File: src/rtl/motor_ramp_pkg.sv
// Shared types and constants for the motor ramp limiter / command watchdog.
package motor_ramp_pkg;

  localparam int unsigned RATIO_W   = 8;
  localparam int unsigned CMD_W     = 16;
  localparam int unsigned RIGHT_LSB = 0;
  localparam int unsigned LEFT_LSB  = 8;

  typedef enum logic [1:0] {
    ST_IDLE = 2'd0,
    ST_RAMP = 2'd1,
    ST_TRIP = 2'd2
  } state_e;

endpackage

File: src/rtl/motor_ramp_if.sv
// Command / ratio bundle between the SoC PWM register and the ramp limiter.
interface motor_ramp_if
  import motor_ramp_pkg::*;
();

  logic [CMD_W-1:0]   i_cmd;
  logic               i_cmd_we;
  logic [RATIO_W-1:0] o_ratio_r;
  logic [RATIO_W-1:0] o_ratio_l;
  logic               o_busy;
  logic               o_wdt_trip;

  modport master (
    output i_cmd, i_cmd_we,
    input  o_ratio_r, o_ratio_l, o_busy, o_wdt_trip
  );

  modport slave (
    input  i_cmd, i_cmd_we,
    output o_ratio_r, o_ratio_l, o_busy, o_wdt_trip
  );

endinterface

File: src/rtl/motor_ramp_ch.sv
// One motor channel: saturating slew of the current ratio toward its target.
module motor_ramp_ch
  import motor_ramp_pkg::*;
#(
  parameter int unsigned STEP_SIZE = 4
) (
  input  logic               i_clk,
  input  logic               i_rst_x,
  input  logic               tick,
  input  logic [RATIO_W-1:0] target,
  input  logic               brake_now,
  output logic [RATIO_W-1:0] ratio
);

  localparam int unsigned EXT_W = RATIO_W + 1;
  localparam logic [EXT_W-1:0] STEP_EXT = EXT_W'(STEP_SIZE);

  logic        [EXT_W-1:0]   up_c;
  logic signed [EXT_W-1:0]   dn_c;
  logic        [EXT_W-1:0]   tgt_ext_c;
  logic        [RATIO_W-1:0] nxt_c;

  // 9-bit arithmetic keeps the sum below 512 and the difference above -256
  always_comb begin
    tgt_ext_c = {1'b0, target};
    up_c      = {1'b0, ratio} + STEP_EXT;
    dn_c      = $signed({1'b0, ratio}) - $signed(STEP_EXT);
    nxt_c     = ratio;
    if (ratio < target) begin
      nxt_c = (up_c > tgt_ext_c) ? target : up_c[RATIO_W-1:0];
    end else if (ratio > target) begin
      nxt_c = (dn_c < $signed(tgt_ext_c)) ? target : dn_c[RATIO_W-1:0];
    end
  end

  always_ff @(posedge i_clk) begin
    if (!i_rst_x) begin
      ratio <= '0;
    end else if (brake_now) begin
      ratio <= '0;
    end else if (tick) begin
      ratio <= nxt_c;
    end
  end

endmodule

File: src/rtl/motor_ramp.sv
// Slew-rate limiter and command watchdog feeding the two motor PWM ratios.
// Optional emergency brake: define MOTOR_RAMP_BRAKE_EN.
module motor_ramp
  import motor_ramp_pkg::*;
#(
  parameter int unsigned STEP_CYCLES = 100000,
  parameter int unsigned STEP_SIZE   = 4,
  parameter int unsigned WDT_CYCLES  = 50000000
) (
  input  logic        i_clk,
  input  logic        i_rst_x,
  motor_ramp_if.slave bus
);

  localparam int unsigned TICK_W = 24;
  localparam int unsigned WDT_W  = 32;
  localparam logic [TICK_W-1:0] TICK_LAST = TICK_W'(STEP_CYCLES - 1);
  localparam logic [WDT_W-1:0]  WDT_LAST  = WDT_W'(WDT_CYCLES - 1);

  logic [TICK_W-1:0]  tick_cnt;
  logic [WDT_W-1:0]   wdt_cnt;
  logic [RATIO_W-1:0] tgt_r, tgt_l;
  logic [RATIO_W-1:0] ratio_r, ratio_l;
  logic [RATIO_W-1:0] cmd_r_c, cmd_l_c;
  logic               wdt_trip;
  logic               busy;
  logic               tick_c, expire_c, mismatch_c;
  logic               brake_r_c, brake_l_c;
  state_e             state, state_nxt;

  assign cmd_r_c    = bus.i_cmd[RIGHT_LSB +: RATIO_W];
  assign cmd_l_c    = bus.i_cmd[LEFT_LSB  +: RATIO_W];
  assign tick_c     = (tick_cnt == TICK_LAST);
  assign mismatch_c = (ratio_r != tgt_r) || (ratio_l != tgt_l);
  // A write in the expiry cycle wins; once tripped the held count cannot re-trip
  assign expire_c   = (wdt_cnt == WDT_LAST) && !bus.i_cmd_we && !wdt_trip;

`ifdef MOTOR_RAMP_BRAKE_EN
  assign brake_r_c = (bus.i_cmd_we && (cmd_r_c == '0)) || expire_c;
  assign brake_l_c = (bus.i_cmd_we && (cmd_l_c == '0)) || expire_c;
`else
  assign brake_r_c = 1'b0;
  assign brake_l_c = 1'b0;
`endif

  always_ff @(posedge i_clk) begin
    if (!i_rst_x) begin
      tick_cnt <= '0;
    end else if (tick_c) begin
      tick_cnt <= '0;
    end else begin
      tick_cnt <= tick_cnt + TICK_W'(1);
    end
  end

  always_ff @(posedge i_clk) begin
    if (!i_rst_x) begin
      wdt_cnt <= '0;
    end else if (bus.i_cmd_we) begin
      wdt_cnt <= '0;
    end else if (wdt_cnt != WDT_LAST) begin
      wdt_cnt <= wdt_cnt + WDT_W'(1);
    end
  end

  always_ff @(posedge i_clk) begin
    if (!i_rst_x) begin
      tgt_r    <= '0;
      tgt_l    <= '0;
      wdt_trip <= 1'b0;
    end else if (bus.i_cmd_we) begin
      tgt_r    <= cmd_r_c;
      tgt_l    <= cmd_l_c;
      wdt_trip <= 1'b0;
    end else if (expire_c) begin
      tgt_r    <= '0;
      tgt_l    <= '0;
      wdt_trip <= 1'b1;
    end
  end

  always_ff @(posedge i_clk) begin
    if (!i_rst_x) begin
      busy  <= 1'b0;
      state <= ST_IDLE;
    end else begin
      busy  <= mismatch_c;
      state <= state_nxt;
    end
  end

  always_comb begin
    state_nxt = state;
    case (state)
      ST_IDLE: begin
        if (expire_c)        state_nxt = ST_TRIP;
        else if (mismatch_c) state_nxt = ST_RAMP;
      end
      ST_RAMP: begin
        if (expire_c)         state_nxt = ST_TRIP;
        else if (!mismatch_c) state_nxt = ST_IDLE;
      end
      ST_TRIP: begin
        if (bus.i_cmd_we) begin
          state_nxt = ((cmd_r_c != ratio_r) || (cmd_l_c != ratio_l)) ? ST_RAMP : ST_IDLE;
        end
      end
      default: state_nxt = ST_IDLE;
    endcase
  end

  motor_ramp_ch #(.STEP_SIZE(STEP_SIZE)) u_ch_r (
    .i_clk     (i_clk),
    .i_rst_x   (i_rst_x),
    .tick      (tick_c),
    .target    (tgt_r),
    .brake_now (brake_r_c),
    .ratio     (ratio_r)
  );

  motor_ramp_ch #(.STEP_SIZE(STEP_SIZE)) u_ch_l (
    .i_clk     (i_clk),
    .i_rst_x   (i_rst_x),
    .tick      (tick_c),
    .target    (tgt_l),
    .brake_now (brake_l_c),
    .ratio     (ratio_l)
  );

  assign bus.o_ratio_r  = ratio_r;
  assign bus.o_ratio_l  = ratio_l;
  assign bus.o_busy     = busy;
  assign bus.o_wdt_trip = wdt_trip;

endmodule
File: src/flat_wrapper.sv
// flat-port wrapper written by rule: the top's interface ports become plain ports
module motor_ramp_flat import motor_ramp_pkg::*;
#(
  parameter int unsigned STEP_CYCLES = 100000,
  parameter int unsigned STEP_SIZE   = 4,
  parameter int unsigned WDT_CYCLES  = 50000000
)
  (i_clk, i_rst_x, bus_i_cmd, bus_i_cmd_we, bus_o_ratio_r, bus_o_ratio_l, bus_o_busy, bus_o_wdt_trip);
  motor_ramp_if bus_i ();
  input  logic i_clk;
  input  logic i_rst_x;
  input wire logic [$bits(bus_i.i_cmd)-1:0] bus_i_cmd;
  input wire logic [$bits(bus_i.i_cmd_we)-1:0] bus_i_cmd_we;
  output wire logic [$bits(bus_i.o_ratio_r)-1:0] bus_o_ratio_r;
  output wire logic [$bits(bus_i.o_ratio_l)-1:0] bus_o_ratio_l;
  output wire logic [$bits(bus_i.o_busy)-1:0] bus_o_busy;
  output wire logic [$bits(bus_i.o_wdt_trip)-1:0] bus_o_wdt_trip;
  assign bus_i.i_cmd = bus_i_cmd;
  assign bus_i.i_cmd_we = bus_i_cmd_we;
  assign bus_o_ratio_r = bus_i.o_ratio_r;
  assign bus_o_ratio_l = bus_i.o_ratio_l;
  assign bus_o_busy = bus_i.o_busy;
  assign bus_o_wdt_trip = bus_i.o_wdt_trip;
  motor_ramp #(.STEP_CYCLES(STEP_CYCLES), .STEP_SIZE(STEP_SIZE), .WDT_CYCLES(WDT_CYCLES)) u_core (.i_clk(i_clk), .i_rst_x(i_rst_x), .bus(bus_i));
endmodule
File: config.mk
export PLATFORM = sky130hd
export DESIGN_NAME = motor_ramp_flat
export DESIGN_NICKNAME = d
export VERILOG_FILES = /design/src/rtl/motor_ramp_pkg.sv /design/src/rtl/motor_ramp_if.sv /design/src/rtl/motor_ramp_ch.sv /design/src/rtl/motor_ramp.sv /design/src/flat_wrapper.sv
export SDC_FILE = /design/constraint.sdc
export NUM_CORES = 1
export LEC_CHECK = 0
export ABC_AREA = 0
export ABC_CLOCK_PERIOD_IN_PS = 5500
export BUFFER_PORTS_ARGS = -buffer_cell sky130_fd_sc_hd__buf_4
export CAP_MARGIN = 5
export CORE_MARGIN = 2
export CORE_UTILIZATION = 60
export CTS_CLUSTER_SIZE = 14
export DETAILED_ROUTE_END_ITERATION = 7
export GPL_TIMING_DRIVEN = 0
export PLACE_DENSITY = 0.87
export SETUP_SLACK_MARGIN = 0.3
export SYNTH_ARGS = -nofsm -noshare
export SYNTH_HDL_FRONTEND = slang
export SYNTH_SLANG_ARGS = --single-unit
export TNS_END_PERCENT = 5
File: constraint.sdc
create_clock -name i_clk -period 5.5 [get_ports i_clk]
set_input_delay 0.55 -clock i_clk [delete_from_list [all_inputs] [get_ports i_clk]]
set_output_delay 0.55 -clock i_clk [all_outputs]
set_load 0.03 [all_outputs]
Yosys cells after proc, flatten, opt, wreduce, memory -nomap -nowiden
Cells that the tools add are included.
- bits in registers: 90
- bits of input ports: 19
- output and inout bits: 18
- logic and storage cells: 51
- $add $sub $neg: 6
- order comparisons: 8
- eq/ne operators: 5
- mux-type cells: 11
- bitwise logic cells: 1
- reductions and logical operators: 12
- operators with widths (operator ; number):
    $mux W8 ; 11
    $add A32 B1 Y32 const B ; 1
    $eq A32 B26 Y1 const B ; 1
    $ne A32 B26 Y1 const B ; 1
    $add A24 B1 Y24 const B ; 1
    $eq A24 B17 Y1 const B ; 1
    $add A8 B3 Y9 const B ; 2
    $gt A9 B8 Y1 ; 2
    $lt A9 B9 Y1 ; 2
    $sub A8 B3 Y9 const B ; 2
    $gt A8 B8 Y1 ; 2
    $lt A8 B8 Y1 ; 2
    $ne A8 B8 Y1 ; 2
    $reduce_bool A2 Y1 ; 3
    $reduce_and A2 Y1 ; 2
    $reduce_or A2 Y1 ; 2
    $logic_and A1 B1 Y1 ; 2
    $logic_not A1 Y1 ; 2
    $logic_or A1 B1 Y1 ; 1
    $not A1 Y1 ; 1

Logic depth before layout (Yosys ltp)
- depth after elaboration: 5
- gate-level depth with buffers: 12
- mapped depth without buffers: 11

Hierarchy
Synthesis repeated with hierarchy kept, for this count alone.
- cells, all modules: 669
- area, all modules: 5730.5 µm²
- by module, submodules not included (module ; times used ; cells each ; area an instance (µm²) ; sequential area each (µm²)):
    motor_ramp ; 1 ; 393 ; 3535.9 ; 1481.4
    motor_ramp_ch ; 2 ; 138 ; 1097.3 ; 160.2

Worst setup path after synthesis
OpenSTA, ideal clock, no wires.
- path kind: flip-flop to flip-flop
- start point: reg u_core.u_ch_l.ratio[2]
- end point: reg u_core.u_ch_l.ratio[2]
- library setup time: 74 ps
- arrival time: 2823 ps
- data required time: 5426 ps
- setup slack: 2603 ps
- cell stages (with the launch flop): 11
- buffers on the path: 0
- clock period less this slack: 2897 ps
- path through: dfxtp_1 ha_1 nand3_1 xnor2_1 ha_1 nand4_1 a21oi_1 o41ai_1 nand3_2 a211o_1 a31oi_1
- longest elaborated chain between the ends: 5
- elaborated cells between the ends (all ways): 12
- classes of those cells: add/sub (2); order compare (4); mux (4); reduce/logical (2)
- ends and longest elaborated chain (what ; RTL line ; text):
    start, declared ; motor_ramp_ch.sv:12 ; output logic [RATIO_W-1:0] ratio
    start signal, assigned ; motor_ramp_ch.sv:42 ; ratio <= nxt_c;
    $sub A8 B3 Y9 ; motor_ramp_ch.sv:27 ; dn_c = $signed({1'b0, ratio}) - $signed(STEP_EXT);
    $lt A9 B9 Y1 ; motor_ramp_ch.sv:32 ; nxt_c = (dn_c < $signed(tgt_ext_c)) ? target : dn_c[RATIO_W-1:0];
    $mux W8 ; motor_ramp_ch.sv:32 ;
    $mux W8 ; motor_ramp_ch.sv:31 ; end else if (ratio > target) begin
    $mux W8 ; motor_ramp_ch.sv:29 ; if (ratio < target) begin
Several ways; a longest one is shown, not always the timed one. The select of a mux whose other input is x is not followed.
A chain may end at the register's enable or synchronous reset.

Final worst setup path
Same ends and word-level chain as after synthesis.

==> out/results.ini <==
[drt]
remaining_drc_errors=0
viasPerCell=5.98
antenna_left=0
first_iter_violations=190
vias=4665
drtPass1Iterations=4
post_drt_wl_per_cell_um=15.5
drt_wl_total_um=12100

[logic_synthesis]
syn_avg_cell_area_um2=8.35
ys_ff_latch=90
synth_top_area_share=0.346
async_flop_share=0
yosysWarnings=0
synth_enable_flop_cells=0
synthDistinctLibCells=57
synth_area_leader_cell=dfxtp_1
synth-seq-area-share=0.346
yosys-top-cells-area=dfxtp_1 (35%), ha_1 (11%), xor2_1 (6.2%)
synth_area_um2=5210
syn-num-nets=687
ys.flop_type=dfxtp_1
syn-instance-count=624

[die]
start_util=0.628
dieArea_um2=9450
boundaryPins=37
fp-row-count=33
chipWidth_um=97.2
core_um2=8300
die_y_um=97.2

[critical_path]
critPathKind=flip-flop to flip-flop
r2r-start=u_core.u_ch_l.ratio[2]
critPathRequiredTime_ns=5.78
critPathArrivalTime_ns=3.71
start_kind=flip-flop
crit_family=compound AO/OA/AOI/OAI gates
worst_path_most_repeated_cell=ha_1
crit_slowest_cell=o41ai_1
cpPeakStageDelay_ns=0.71
crit_start=u_core.u_ch_l.ratio[2]
worst-path-buf-inv=0
critical_path.max_fanout=10
crit_chain=ha_1 -> nand3_1 -> xnor2_1 -> ha_1 -> nand4_1 -> a21oi_1 -> o41ai_1 -> nand3_2 -> a211o_1 -> a31oi_1
end_kind=flip-flop

[clock_tree]
clock-root-buffer=clkbuf_8
clkTransAtPathRegs_ns=0.09
htreeDepth=3
clock_latency_ns=0.37
cts_resized=0
clock_sinks=90
cts_buffer_depth=2
cts_tree=done
cts_hold_buf=0
cts_buffers=9
cts_setup_buffers=0

[cells_and_area]
drive_gt1_frac=0.102
regArea_um2=1800
layout_common_cells=dfxtp_1 (90), nor2_1 (82), ha_1 (44), nand2_1 (39), xor2_1 (37)
layout.cells.non_filler=780
fin_util=0.697
multi_input_area_um2=3180
syn_to_final_growth_pct=10.9
nFillCells=649
post-route-cell-area_um2=5780
final_common_cell=dfxtp_1
layout.nets=733
diodes=0

[global_routing]
antenna_found_initial=0
track_usage=0.264
grt_pass1_vias=4574
overflow=0
grt_max_degree=17
grt_pass1_wl_um=21000

[placed_design]
port_buffers=35
gp_congestion=0.920
place_worst_setup_slack_ns=2.23
dpl-instance-area_um2=5610
dp.cells=764
place.detailed.hpwl_um=9110

[timing]
relSlewSlack=0.382
worst_pin_slew_ns=0.919
rsz0062_at_grt=false
slew_violations=0
skew_ns=0.0142
finalSetupViolCount=0
final.min_clock_period_ns=3.42
fin_tns_setup_ns=0
fmax_ghz=0.292
final_hold_viol_count=0
setup_slack_ns=2.08
period_share=0.622

[pwr]
pwr_density_cell_nw_per_um2=208
total_leakage_power_nw=2.25
ir_worst_vdd_v=0.000131

[outcome]
outcome=finished clean

[flow_run]
drv_cap=0

[min_path]
min_path_type=primary input to flip-flop
hp-start=bus_i_cmd[8]

## registers in the layout, indices dropped and copies added (netlist names)
signal / count
u_core.wdt_cnt: 32
u_core.tick_cnt: 24
u_core.tgt_l: 8
u_core.tgt_r: 8
u_core.u_ch_l.ratio: 8
u_core.u_ch_r.ratio: 8
u_core.bus.o_busy: 1
u_core.bus.o_wdt_trip: 1
## kinds of logic (layout without fill, tap and decap cells)
group,Yosys count,count (layout),share of synthesized area
AO/OA/AOI/OAI,109,109,0.140
flip-flops,90,90,0.346
AND/OR/NAND/NOR,255,255,0.252
XOR/XNOR,64,64,0.108
buffers and inverters,59,110,0.0432
multiplexers,3,3,0.00576
adder cells (fa/ha/maj),44,44,0.106
## cell usage after synthesis, types with 7 or more instances
cell type and number:
a21oi_1 29, a221oi_1 7, a22oi_1 16, and3_1 16, clkbuf_1 20, dfxtp_1 90
ha_1 44, inv_1 35, nand2_1 39, nand2b_1 7, nand3_1 33, nand4_1 21
nor2_1 82, nor3_1 11, o21ai_0 20, xnor2_1 27, xor2_1 37
## path summary, 6_finish.rpt
kind,to,cells after the start,slack (ns)
worst min register to register,u_core.tick_cnt[0],1,0.47
worst max-delay path,u_core.u_ch_l.ratio[2],10,2.08
worst min-delay path,u_core.tgt_l[0],3,0.44
worst max register to register,u_core.u_ch_l.ratio[2],10,2.08
## cell type report
cell class / instances / share of cell area
Clock inverter: 6 / 0.00823
Inverter: 35 / 0.0227
Tap cell: 105 / 0.0227
Buffer: 24 / 0.0162
Timing Repair Buffer: 35 / 0.0455
Multi-Input combinational cell: 475 / 0.551
Sequential cell: 90 / 0.312
Clock buffer: 10 / 0.0221
## where the power goes
group	switching [mW]	internal, mW	leakage (nW)
Sequential	0.00853	0.661	0.729
Clock	0.245	0.169	0.0877
Combinational	0.0733	0.0460	1.43
Total	0.327	0.876	2.25
## per-layer routing
metal / global-route usage / wire, um
met5: 0 / 0
met4: 0.0834 / 219
met3: 0.0489 / 574
met2: 0.459 / 5990
met1: 0.330 / 5310
## worst reg2reg max path, cell delays in order (launching register included)
cell     delay [ns]
dfxtp_1        0.56
ha_1           0.30
nand3_1        0.11
xnor2_1        0.27
ha_1           0.31
nand4_1        0.11
a21oi_1        0.05
o41ai_1        0.71
nand3_2        0.39
a211o_1        0.39
a31oi_1        0.16
## stage by stage
stage	power (mW)	hold slack, ns
finish	1.20	0.439
detailed placement	0.801	0.458
CTS	1.21	0.435
global route	1.25	0.445
floorplan	0.762	0.413
global placement	0.795	0.430
Power figures use the tool's default switching activity.
